==> config.mk <==
export PLATFORM = sky130hd
export DESIGN_NAME = vga_fb_arbiter
export DESIGN_NICKNAME = d
export VERILOG_FILES = /design/src/rtl/vga_fb_arbiter.sv
export SDC_FILE = /design/constraint.sdc
export NUM_CORES = 1
export LEC_CHECK = 0
export CAP_MARGIN = 20
export CORE_UTILIZATION = 42
export DETAILED_ROUTE_END_ITERATION = 10
export DONT_BUFFER_PORTS = 1
export PLACE_DENSITY = 0.59
export SETUP_SLACK_MARGIN = 0.15
export SYNTH_ARGS = -nofsm -noshare
export SYNTH_HDL_FRONTEND = slang
export SYNTH_SLANG_ARGS = --single-unit
==> constraint.sdc <==
create_clock -name clk -period 2.5 [get_ports clk]
set_input_delay 0.375 -clock clk [delete_from_list [all_inputs] [get_ports clk]]
set_output_delay 0.375 -clock clk [all_outputs]
set_load 0.02 [all_outputs]
==> src/rtl/vga_fb_arbiter.sv <==
`timescale 1ns/1ps
`default_nettype none
// ============================================================================
//  Module   : vga_fb_arbiter
//  Purpose  : Single-port framebuffer arbiter between the VGA scan-out pixel
//             fetcher (display) and a host port (CPU / drawing engine).
//             At most one RAM access per cycle. Display has priority, with a
//             one-entry pending slot so a displaced display read is delayed by
//             one slot and never dropped. A starvation counter forces a host
//             grant after STARVE_MAX waiting cycles.
//  Ports    : clk, rst_n          - clock, async active-low reset
//             disp_req/addr_i     - display read strobe + address
//             disp_rdata/rvalid_o - display read return (in request order)
//             host_req/we/addr/wdata_i - level host request, held until ack
//             host_ack_o          - one-cycle pulse, request issued to RAM
//             host_rdata/rvalid_o - host read return
//             ram_en/we/addr/wdata_o - registered RAM command
//             ram_rdata_i         - RAM read data, one cycle after ram_en
//  Revision : 1.0 - initial release
// ============================================================================
module vga_fb_arbiter #(
  parameter int ADDR_W     = 17,
  parameter int DATA_W     = 12,
  parameter int STARVE_MAX = 16
) (
  input  logic              clk,
  input  logic              rst_n,
  // display read port
  input  logic              disp_req_i,
  input  logic [ADDR_W-1:0] disp_addr_i,
  output logic [DATA_W-1:0] disp_rdata_o,
  output logic              disp_rvalid_o,
  // host port
  input  logic              host_req_i,
  input  logic              host_we_i,
  input  logic [ADDR_W-1:0] host_addr_i,
  input  logic [DATA_W-1:0] host_wdata_i,
  output logic              host_ack_o,
  output logic [DATA_W-1:0] host_rdata_o,
  output logic              host_rvalid_o,
  // RAM port
  output logic              ram_en_o,
  output logic              ram_we_o,
  output logic [ADDR_W-1:0] ram_addr_o,
  output logic [DATA_W-1:0] ram_wdata_o,
  input  logic [DATA_W-1:0] ram_rdata_i
);

  localparam logic [7:0] C_STARVE_MAX = 8'(STARVE_MAX);

  // Grant selector for the current arbitration cycle
  typedef enum logic [1:0] {
    GNT_NONE = 2'd0,
    GNT_PEND = 2'd1,
    GNT_DISP = 2'd2,
    GNT_HOST = 2'd3
  } gnt_e;

  gnt_e              gnt;
  logic              host_ok;
  logic              override;

  logic              pend_v_q,    pend_v_d;
  logic [ADDR_W-1:0] pend_addr_q, pend_addr_d;
  logic [7:0]        wait_cnt_q,  wait_cnt_d;
  logic              host_ack_q,  host_ack_d;
  logic              ram_en_q,    ram_en_d;
  logic              ram_we_q,    ram_we_d;
  logic [ADDR_W-1:0] ram_addr_q,  ram_addr_d;
  logic [DATA_W-1:0] ram_wdata_q, ram_wdata_d;

  // Return tags: stage 0 rides with the RAM command, stage 1 with ram_rdata
  logic              tag0_v_q,    tag0_v_d;
  logic              tag0_host_q, tag0_host_d;
  logic              tag1_v_q;
  logic              tag1_host_q;

  logic              disp_rvalid_q;
  logic [DATA_W-1:0] disp_rdata_q;
  logic              host_rvalid_q;
  logic [DATA_W-1:0] host_rdata_q;

  // --------------------------------------------------------------------------
  // Arbitration and next-state
  // --------------------------------------------------------------------------
  always_comb begin
    // The host is blind during its own ack cycle, so a held request cannot
    // be issued twice.
    host_ok  = host_req_i && !host_ack_q;
    override = host_ok && !pend_v_q && (wait_cnt_q == C_STARVE_MAX);

    gnt         = GNT_NONE;
    pend_v_d    = pend_v_q;
    pend_addr_d = pend_addr_q;

    if (pend_v_q) begin
      // Pending always drains; a new display request takes its place.
      gnt      = GNT_PEND;
      pend_v_d = disp_req_i;
      if (disp_req_i) begin
        pend_addr_d = disp_addr_i;
      end
    end else if (override) begin
      gnt = GNT_HOST;
      if (disp_req_i) begin
        pend_v_d    = 1'b1;
        pend_addr_d = disp_addr_i;
      end
    end else if (disp_req_i) begin
      gnt = GNT_DISP;
    end else if (host_ok) begin
      gnt = GNT_HOST;
    end

    // Starvation counter: cleared on grant or when the host lets go
    if (!host_req_i || (gnt == GNT_HOST)) begin
      wait_cnt_d = 8'd0;
    end else if (host_ok && (wait_cnt_q != C_STARVE_MAX)) begin
      wait_cnt_d = wait_cnt_q + 8'd1;
    end else begin
      wait_cnt_d = wait_cnt_q;
    end

    // RAM command; address/data hold their last value when idle
    ram_en_d    = (gnt != GNT_NONE);
    ram_we_d    = (gnt == GNT_HOST) && host_we_i;
    ram_addr_d  = ram_addr_q;
    ram_wdata_d = ram_wdata_q;
    case (gnt)
      GNT_PEND: ram_addr_d = pend_addr_q;
      GNT_DISP: ram_addr_d = disp_addr_i;
      GNT_HOST: begin
        ram_addr_d  = host_addr_i;
        ram_wdata_d = host_wdata_i;
      end
      default: ;
    endcase

    host_ack_d  = (gnt == GNT_HOST);
    tag0_v_d    = ram_en_d && !ram_we_d;
    tag0_host_d = (gnt == GNT_HOST);
  end

  // --------------------------------------------------------------------------
  // State registers and read-return routing
  // --------------------------------------------------------------------------
  always_ff @(posedge clk or negedge rst_n) begin
    if (!rst_n) begin
      pend_v_q      <= 1'b0;
      pend_addr_q   <= '0;
      wait_cnt_q    <= 8'd0;
      host_ack_q    <= 1'b0;
      ram_en_q      <= 1'b0;
      ram_we_q      <= 1'b0;
      ram_addr_q    <= '0;
      ram_wdata_q   <= '0;
      tag0_v_q      <= 1'b0;
      tag0_host_q   <= 1'b0;
      tag1_v_q      <= 1'b0;
      tag1_host_q   <= 1'b0;
      disp_rvalid_q <= 1'b0;
      disp_rdata_q  <= '0;
      host_rvalid_q <= 1'b0;
      host_rdata_q  <= '0;
    end else begin
      pend_v_q      <= pend_v_d;
      pend_addr_q   <= pend_addr_d;
      wait_cnt_q    <= wait_cnt_d;
      host_ack_q    <= host_ack_d;
      ram_en_q      <= ram_en_d;
      ram_we_q      <= ram_we_d;
      ram_addr_q    <= ram_addr_d;
      ram_wdata_q   <= ram_wdata_d;
      tag0_v_q      <= tag0_v_d;
      tag0_host_q   <= tag0_host_d;
      tag1_v_q      <= tag0_v_q;
      tag1_host_q   <= tag0_host_q;
      disp_rvalid_q <= tag1_v_q && !tag1_host_q;
      host_rvalid_q <= tag1_v_q && tag1_host_q;
      if (tag1_v_q && !tag1_host_q) begin
        disp_rdata_q <= ram_rdata_i;
      end
      if (tag1_v_q && tag1_host_q) begin
        host_rdata_q <= ram_rdata_i;
      end
    end
  end

  assign disp_rdata_o  = disp_rdata_q;
  assign disp_rvalid_o = disp_rvalid_q;
  assign host_ack_o    = host_ack_q;
  assign host_rdata_o  = host_rdata_q;
  assign host_rvalid_o = host_rvalid_q;
  assign ram_en_o      = ram_en_q;
  assign ram_we_o      = ram_we_q;
  assign ram_addr_o    = ram_addr_q;
  assign ram_wdata_o   = ram_wdata_q;

endmodule
`default_nettype wire

==> results_tabular.tex <==
\begin{tabular}{lr}
\hline
Metric & Value \\
\hline
\multicolumn{2}{l}{\textbf{Power}} \\
\quad Pwr Total & 3.14 mW \\
\quad Static leakage power & 1.71 nW \\
\quad PwrDens & 795 mW/mm² \\
\quad Peak VDD IR & 0.308 mV \\
\multicolumn{2}{l}{\textbf{Synthesis}} \\
\quad Top FF cell, synth & sky130\_fd\_sc\_hd\_\_dfrtp\_1 \\
\quad Cells after Synth & 274 \\
\quad Number of enable-type register cells in the synthesized netlist & 0 \\
\quad Syn\_area\_per\_cell & 13.4 µm² \\
\quad Most common cell in the synthesized netlist & sky130\_fd\_sc\_hd\_\_dfrtp\_1 \\
\quad Cell accounting for the most synthesized area & sky130\_fd\_sc\_hd\_\_dfrtp\_1 \\
\quad Area share of the largest cell type after synthesis & 59.3\% \\
\quad Flip-flop and latch count after synthesis & 87 \\
\quad Cell Area, Synth & 0.00367 mm² \\
\quad Post-synth top cells & sky130\_fd\_sc\_hd\_\_dfrtp\_1, sky130\_fd\_sc\_hd\_\_mux2\_2, sky130\_fd\_sc\_hd\_\_nand3\_1, sky130\_fd\_sc\_hd\_\_nand2b\_1 \\
\quad Fraction of registers with async set or reset after synthesis & 100\% \\
\quad Warnings from Yosys & 0 \\
\quad Mapped Nets & 339 \\
\quad Post-synthesis sequential area ratio & 59.3\% \\
\quad Unique masters post-synth & 35 \\
\quad Cell types with the largest area share after synthesis & sky130\_fd\_sc\_hd\_\_dfrtp\_1, sky130\_fd\_sc\_hd\_\_mux2\_2, sky130\_fd\_sc\_hd\_\_o221ai\_1, sky130\_fd\_sc\_hd\_\_mux2\_4, sky130\_fd\_sc\_hd\_\_nand2b\_1 \\
\multicolumn{2}{l}{\textbf{Critical path}} \\
\quad Data arrival time of the worst path & 2170 ps \\
\quad Data required time of the critical path & 2730 ps \\
\quad Kind of critical path & reg2reg \\
\quad Critical path peak fanout & 19 \\
\quad Critical register-to-register path startpoint & tag0\_host\_q \\
\quad Kind of capture point of the worst setup path & flop \\
\quad Worst setup path startpoint & tag0\_host\_q \\
\quad Cells traversed along the worst timing path & nor2b\_2, or3\_1, o221ai\_1, o21ai\_0 \\
\quad Largest delay contributor family on the critical path & simple AND/OR/NAND/NOR gates \\
\quad Worst-path cell with the longest stage delay & sky130\_fd\_sc\_hd\_\_or3\_1 \\
\quad Delay contributed by the slowest stage of the critical path & 650 ps \\
\quad Launching element type of the critical path & flop \\
\quad Buf/Inv on CP & 0 \\
\multicolumn{2}{l}{\textbf{Floorplan}} \\
\quad Initial core utilization & 44.0\% \\
\quad Area of the core & 0.00834 mm² \\
\quad Die span in y & 95.5 µm \\
\quad Horizontal die dimension & 95.5 µm \\
\quad Die Footprint & 0.00912 mm² \\
\quad I/O pin count & 121 \\
\quad Placement Rows & 33 \\
\multicolumn{2}{l}{\textbf{Detailed routing}} \\
\quad Average detailed-routed wire length per instance & 19.7 µm \\
\quad Detail Route Antenna Nets & 0 \\
\quad First-pass detailed-route iteration total & 4 \\
\quad DR vias & 2148 \\
\quad Final Routed Wirelength & 7.51 mm \\
\quad DRT iter0 DRCs & 102 \\
\quad Final routed DRC violation total & 0 \\
\quad Detailed-route vias per instance & 5.62 \\
\multicolumn{2}{l}{\textbf{Min path}} \\
\quad Worst min path class & in2async \\
\multicolumn{2}{l}{\textbf{Place}} \\
\quad Post-placement cell area & 0.00374 mm² \\
\quad Count of input and output buffers & 0 \\
\quad Detail Placement HPWL & 4.83 mm \\
\quad Final Wtd Congestion & 0.758 \\
\multicolumn{2}{l}{\textbf{GRT}} \\
\quad Total routing resource utilization after global routing & 17.2\% \\
\quad Largest net degree at the start of global routing & 88 \\
\quad GRT met3 Usage & 8.05\% \\
\quad Congestion Overflow GR & 0 \\
\quad Initial antenna violation count & 0 \\
\quad Number of global-route vias before repair & 2326 \\
\quad Layer with the highest usage & met2 \\
\quad Met2 Use GR & 27.0\% \\
\quad First-pass GRT wire length & 11.7 mm \\
\quad GR Layer Usage met1 & 20.9\% \\
\multicolumn{2}{l}{\textbf{Cells and area}} \\
\quad Share of layout cells above drive strength 1 & 28.9\% \\
\quad Diode count & 0 \\
\quad Final net count & 337 \\
\quad Synth-to-Final Area Change & 7.60\% \\
\quad Non-Filler Cell Area, Final & 0.00395 mm² \\
\quad Fillers & 770 \\
\multicolumn{2}{l}{\textbf{Timing}} \\
\quad Total negative slack for setup checks & 0 ps \\
\quad Final Cycle Share & 77.7\% \\
\quad Setup violation total in the final timing report & 0 \\
\quad Hold\_ws & -287 ps \\
\quad Final Max Tran Viols & 0 \\
\quad RSZ-0062 raised after global routing & false \\
\quad Slew of the pin with the lowest slew margin & 792 ps \\
\quad Hold violation count in the final report & 87 \\
\quad Setup Skew & 15.7 ps \\
\quad Minimum period implied by the final worst setup slack & 1940 ps \\
\quad Tightest slew margin relative to the limit & 47.2\% \\
\quad Highest attainable clock frequency & 0.515 GHz \\
\multicolumn{2}{l}{\textbf{Status}} \\
\quad Violated checks & hold timing \\
\quad Outcome & complete, but fails checks \\
\multicolumn{2}{l}{\textbf{Clock network}} \\
\quad Clock-pin slew of the registers on the worst-case setup and hold paths & 100 ps \\
\quad Cell chosen for the clock root & sky130\_fd\_sc\_hd\_\_clkbuf\_8 \\
\quad Total number of H-tree levels & 3 \\
\quad Number of gates resized after cts & 0 \\
\quad Later-pin clock latency in the skew report & 350 ps \\
\quad CTS tree & yes \\
\quad Post-CTS setup buffers & 0 \\
\quad Clock sink count & 87 \\
\quad Number of buffers created by CTS & 9 \\
\quad Maximum count of clock buffers along a single path & 2 \\
\multicolumn{2}{l}{\textbf{Flow run}} \\
\quad Max-cap check violation count & 0 \\
\hline
\end{tabular}
logic make-up (layout without fill, tap and decap cells):
kind of cell               Yosys count  after routing  share of synthesized area, %
DFF                                 87             87                          59.3
and+or+nand+nor                     62             62                          10.1
muxes                               54             54                          17.5
AOI/OAI and AO/OA                   41             41                          7.94
buffers and inverters               22             25                          3.07
xor gates and xnor gates             6              6                          1.43
adders and majority gates            2              2                         0.682
report_power, final:
part	total, mW	internal, mW	switching (mW)
Sequential	1.87	1.57	0.302
Combinational	0.244	0.143	0.100
Clock	1.03	0.481	0.545
state kept, by name, summed over array words and instances, names as in the netlist:
signal,cells
tag0_host_q,1
disp_rvalid_o,1
pend_addr_q,17
wait_cnt_q,8
host_rdata_o,12
tag1_v_q,1
ram_wdata_o,12
ram_we_o,1
tag1_host_q,1
host_rvalid_o,1
disp_rdata_o,12
tag0_v_q,1
ram_en_o,1
pend_v_q,1
ram_addr_o,17
metrics by stage:
| step | hold slack, ps | utilization, % | std cells | setup WS (ps) |
|---|---|---|---|---|
| floorplan | 79.4 | - | 274 | 790 |
| global placement | 84.0 | 44.8 | 366 | 575 |
| detailed placement | 83.9 | 44.8 | 366 | 544 |
| CTS | -318 | 47.4 | 382 | 533 |
| global route | -328 | 47.4 | 382 | 392 |
| finish | -287 | 47.4 | 382 | 558 |
final cells by class:
cell class,instances,area [µm²],area share (%)
Inverter,5,18.8,0.475
Tap cell,105,131,3.33
Timing Repair Buffer,4,30.0,0.760
Clock buffer,9,124,3.14
Multi-Input combinational cell,165,1380,35.0
Sequential cell,87,2180,55.1
Clock inverter,7,87.6,2.22
cells in the final DEF (no fill, tap or decap), drive strengths merged:
cell / n
clkinvlp: 2
clkbuf: 9
clkinv: 1
o21ai: 17
inv: 8
nor2: 10
a31oi: 1
xnor2: 1
and3: 2
nand4b: 2
a31o: 1
nor2b: 3
o221ai: 17
mux2: 53
and2: 1
nand3: 20
mux2i: 1
bufinv: 1
a41o: 1
and4b: 1
a21boi: 1
or3: 1
nor4b: 1
a21bo: 1
a311oi: 1
nand2: 2
buf: 4
xor2: 5
dfrtp: 87
ha: 2
nand2b: 19
a21oi: 1
metal layers:
layer  vias up  routed length (µm)
met3         6                 812
met5         -                   0
li1        972                   -
met1      1078                3140
met2        92                3480
met4         0                  77
worst paths after layout:
check / to / slack, ps / cells past startpoint
worst max-delay path: ram_addr_o[11] / 560 / 4
worst min-delay path: host_rdata_o[4] / -290 / 0
worst max register to register: ram_addr_o[11] / 560 / 4
worst min register to register: tag1_v_q / 360 / 0
max in group asynchronous: wait_cnt_q[2] / 2650 / 0
min in group clk: tag0_v_q / 130 / 1
No activity file was read; power rests on OpenSTA's default activity.
==> variant, RTL diff (same flow settings) <==
Set the parameter `DATA_W` to 6 (it was 12).
--- a/src/rtl/vga_fb_arbiter.sv
+++ b/src/rtl/vga_fb_arbiter.sv
@@ -20,7 +20,7 @@
 // ============================================================================
 module vga_fb_arbiter #(
   parameter int ADDR_W     = 17,
-  parameter int DATA_W     = 12,
+  parameter int DATA_W     = 6,
   parameter int STARVE_MAX = 16
 ) (
   input  logic              clk,
Interface: changed (5 resized); port bits go from 121 to 91. No check against the original RTL was run, so the function may have changed too.
==> variant against the original RTL <==
Final area down 17%. Area after synthesis down 18%. Worst setup slack worse by 0.15 ns. Routed wire length fell by 19%. Synthesized cell count shrank 14%. Largest power group unchanged. Total power down 22%. Global-route usage grew 0.12 points. Core utilization increased by 0.58 points. Critical path type unchanged. Sequential cell count is 18 lower.
==> variant: results (changes against the original RTL) <==
[logic_synthesis] synth top area cells sky130_fd_sc_hd__dfrtp_1 57%, sky130_fd_sc_hd__mux2_2 9.3%, sky130_fd_sc_hd__o221ai_1 4.9%, sky130_fd_sc_hd__mux2_4 4.5%, sky130_fd_sc_hd__nand2b_1 3.9%
[worst_setup_path] cell count of the worst reg-to-reg path 4 [unchanged]
[worst_setup_path] worst reg2reg path endpoint ram_wdata_o[4]$_DFFE_PN0N_
[logic_synthesis] sequential element share of the synthesized area 57.2% [-2.1 points]
[clock_network] maximum clock path buffer count 2 [unchanged]
[outcome] outcome finished clean
[logic_synthesis] fraction of registers with async set/reset 100% [unchanged]
[route] total wire length 6080 um [-19%]
[sta] Final Skew 0.00931 ns [-0.00644 ns]
[worst_setup_path] data arrival time at the worst-slack endpoint 2.32 ns [+0.15 ns]
[worst_setup_path] worst r2r src wait_cnt_q[5]$_DFFE_PN0P_
[worst_setup_path] R2R Setup Slk 0.41 ns [-0.15 ns]
[logic_synthesis] number of distinct standard cells referenced by the synthesized netlist 36 [+2.9%]
[logic_synthesis] xor/xnor share of the synthesized area 1.74% [+0.31 points]
[clock_network] clock input transition at the sequential cells of the worst setup and hold paths 0.07 ns [-0.03 ns]
[route] met2 WL post-DR 2820 um [-19%]
[logic_synthesis] mux cell area share after synthesis 14.5% [-3.0 points]
[route] detailed-route wire length on metal 1 2610 um [-17%]
[worst_hold_path] Hold Crit Class input port to register
[route] top routing layer in use met4
[clock_network] cts bufs inserted 9 [unchanged]
[route] Initial DRC Count 104 [+2.0%]
[worst_setup_path] crit path kind register to register
[layout] share of final-layout standard cells stronger than drive strength 1 25.1% [-3.8 points]
[place] weighted congestion reported at the end of routability-driven placement 0.746 [-1.6%]
[worst_setup_path] Critical Path Fanout Max 15 [-4]
[layout] filler cell count 638 [-17%]
[grt] overall track demand over capacity in global routing 17.3% [+0.12 points]
[place] HPWL reported at the end of detailed placement 3990 um [-17%]
[route] vias after detailed routing 1,857 [-14%]
[logic_synthesis] compound-gate portion of the synthesized area 9.65% [+1.7 points]
[grt] maximum number of pins on one net before global-route repair 70 [-20%]
[logic_synthesis] adder and majority gate portion of the synthesized area 0.829% [+0.15 points]
[pwr] peak supply drop 0.378 mV [+23%]
[layout] fin nets 291 [-14%]
[sta] slew at the pin closest to its max-slew limit 0.794 ns [+0.00196 ns]
[logic_synthesis] Commonest cells post-synth 69 x sky130_fd_sc_hd__dfrtp_1, 25 x sky130_fd_sc_hd__mux2_2, 20 x sky130_fd_sc_hd__nand3_1
[pwr] leakage power total 1.44 nW [-16%]
[route] amount of wire on met3 after detailed routing 558 um [-31%]
[grt] global-route wire length before repair 9650 um [-18%]
[layout] number of antenna diodes 0 [unchanged]
-- variant: cell types whose count changed after synthesis, sizes merged --
cell	change
dfrtp	-18
mux2	-18
buf	-2
clkbuf	+1
-- variant: logic make-up after synthesis --
logic type / Yosys count
compound gates: 41
xor+xnor: 6
flops: 69
buf+inv: 21
fa+ha+maj: 2
mux: 36
simple gates: 62
-- variant: final cells by class --
| cell class | instances | share of cell area (%) |
|---|---|---|
| timing repair buffer | 6 | 2.05 |
| multi-input combinational | 147 | 35.7 |
| clock buffer | 10 | 4.18 |
| tap | 96 | 3.65 |
| sequential | 69 | 52.4 |
| inverter | 5 | 0.570 |
| clock inverter | 6 | 1.41 |
-- variant: stage by stage --
step                      setup slack [ns]  instances  instance area, sq um  power, mW  hold slack, ns
after floorplan                      0.762        237                  3020       1.57          0.0794
after global placement               0.485        321                  3070       1.61          0.0815
after detailed placement             0.419        321                  3070       1.61          0.0829
after CTS                            0.419        339                  3290       2.48           0.127
after global routing                 0.297        339                  3290       2.57           0.123
final                                0.412        339                  3290       2.45           0.137
-- variant: timing repair --
action / 4_1_cts / 5_1_grt
endpoints found under the hold margin: 69 / 0
buffers inserted: 0 / 0
resized for setup: 0 / 0
hold buffers: 2 / 0
-- variant: how the worst min path moves through the flow --
stage / from / to / depth (start not counted)
after floorplan: rst_n / disp_rdata_o[0]$_DFFE_PN0P_ / 0
after global placement: rst_n / pend_addr_q[1]$_DFFE_PN0P_ / 0
after detailed placement: rst_n / wait_cnt_q[6]$_DFFE_PN0P_ / 0
after CTS: host_we_i / tag0_v_q$_DFF_PN0_ / 1
after global routing: host_we_i / tag0_v_q$_DFF_PN0_ / 1
final: host_we_i / tag0_v_q$_DFF_PN0_ / 1
-- variant: critical path, stage by stage (launching register included) --
cell	delay, ns
sky130_fd_sc_hd__dfrtp_1	0.44
sky130_fd_sc_hd__nor4b_4	0.42
sky130_fd_sc_hd__a31o_2	0.23
sky130_fd_sc_hd__and2_1	0.49
sky130_fd_sc_hd__mux2_2	0.40
-- variant: power by group --
part           internal, mW  leakage (nW)  switching (mW)  total, mW
Combinational         0.101         0.488          0.0974      0.198
Clock                 0.392        0.0889           0.447      0.839
Sequential             1.22         0.861           0.192       1.41
-- variant: per-layer routing --
layer,GRT usage (%),up-vias
met5,0,-
met4,8.94,0
met3,7.05,10
met2,25.4,65
met1,21.9,932
li1,-,850
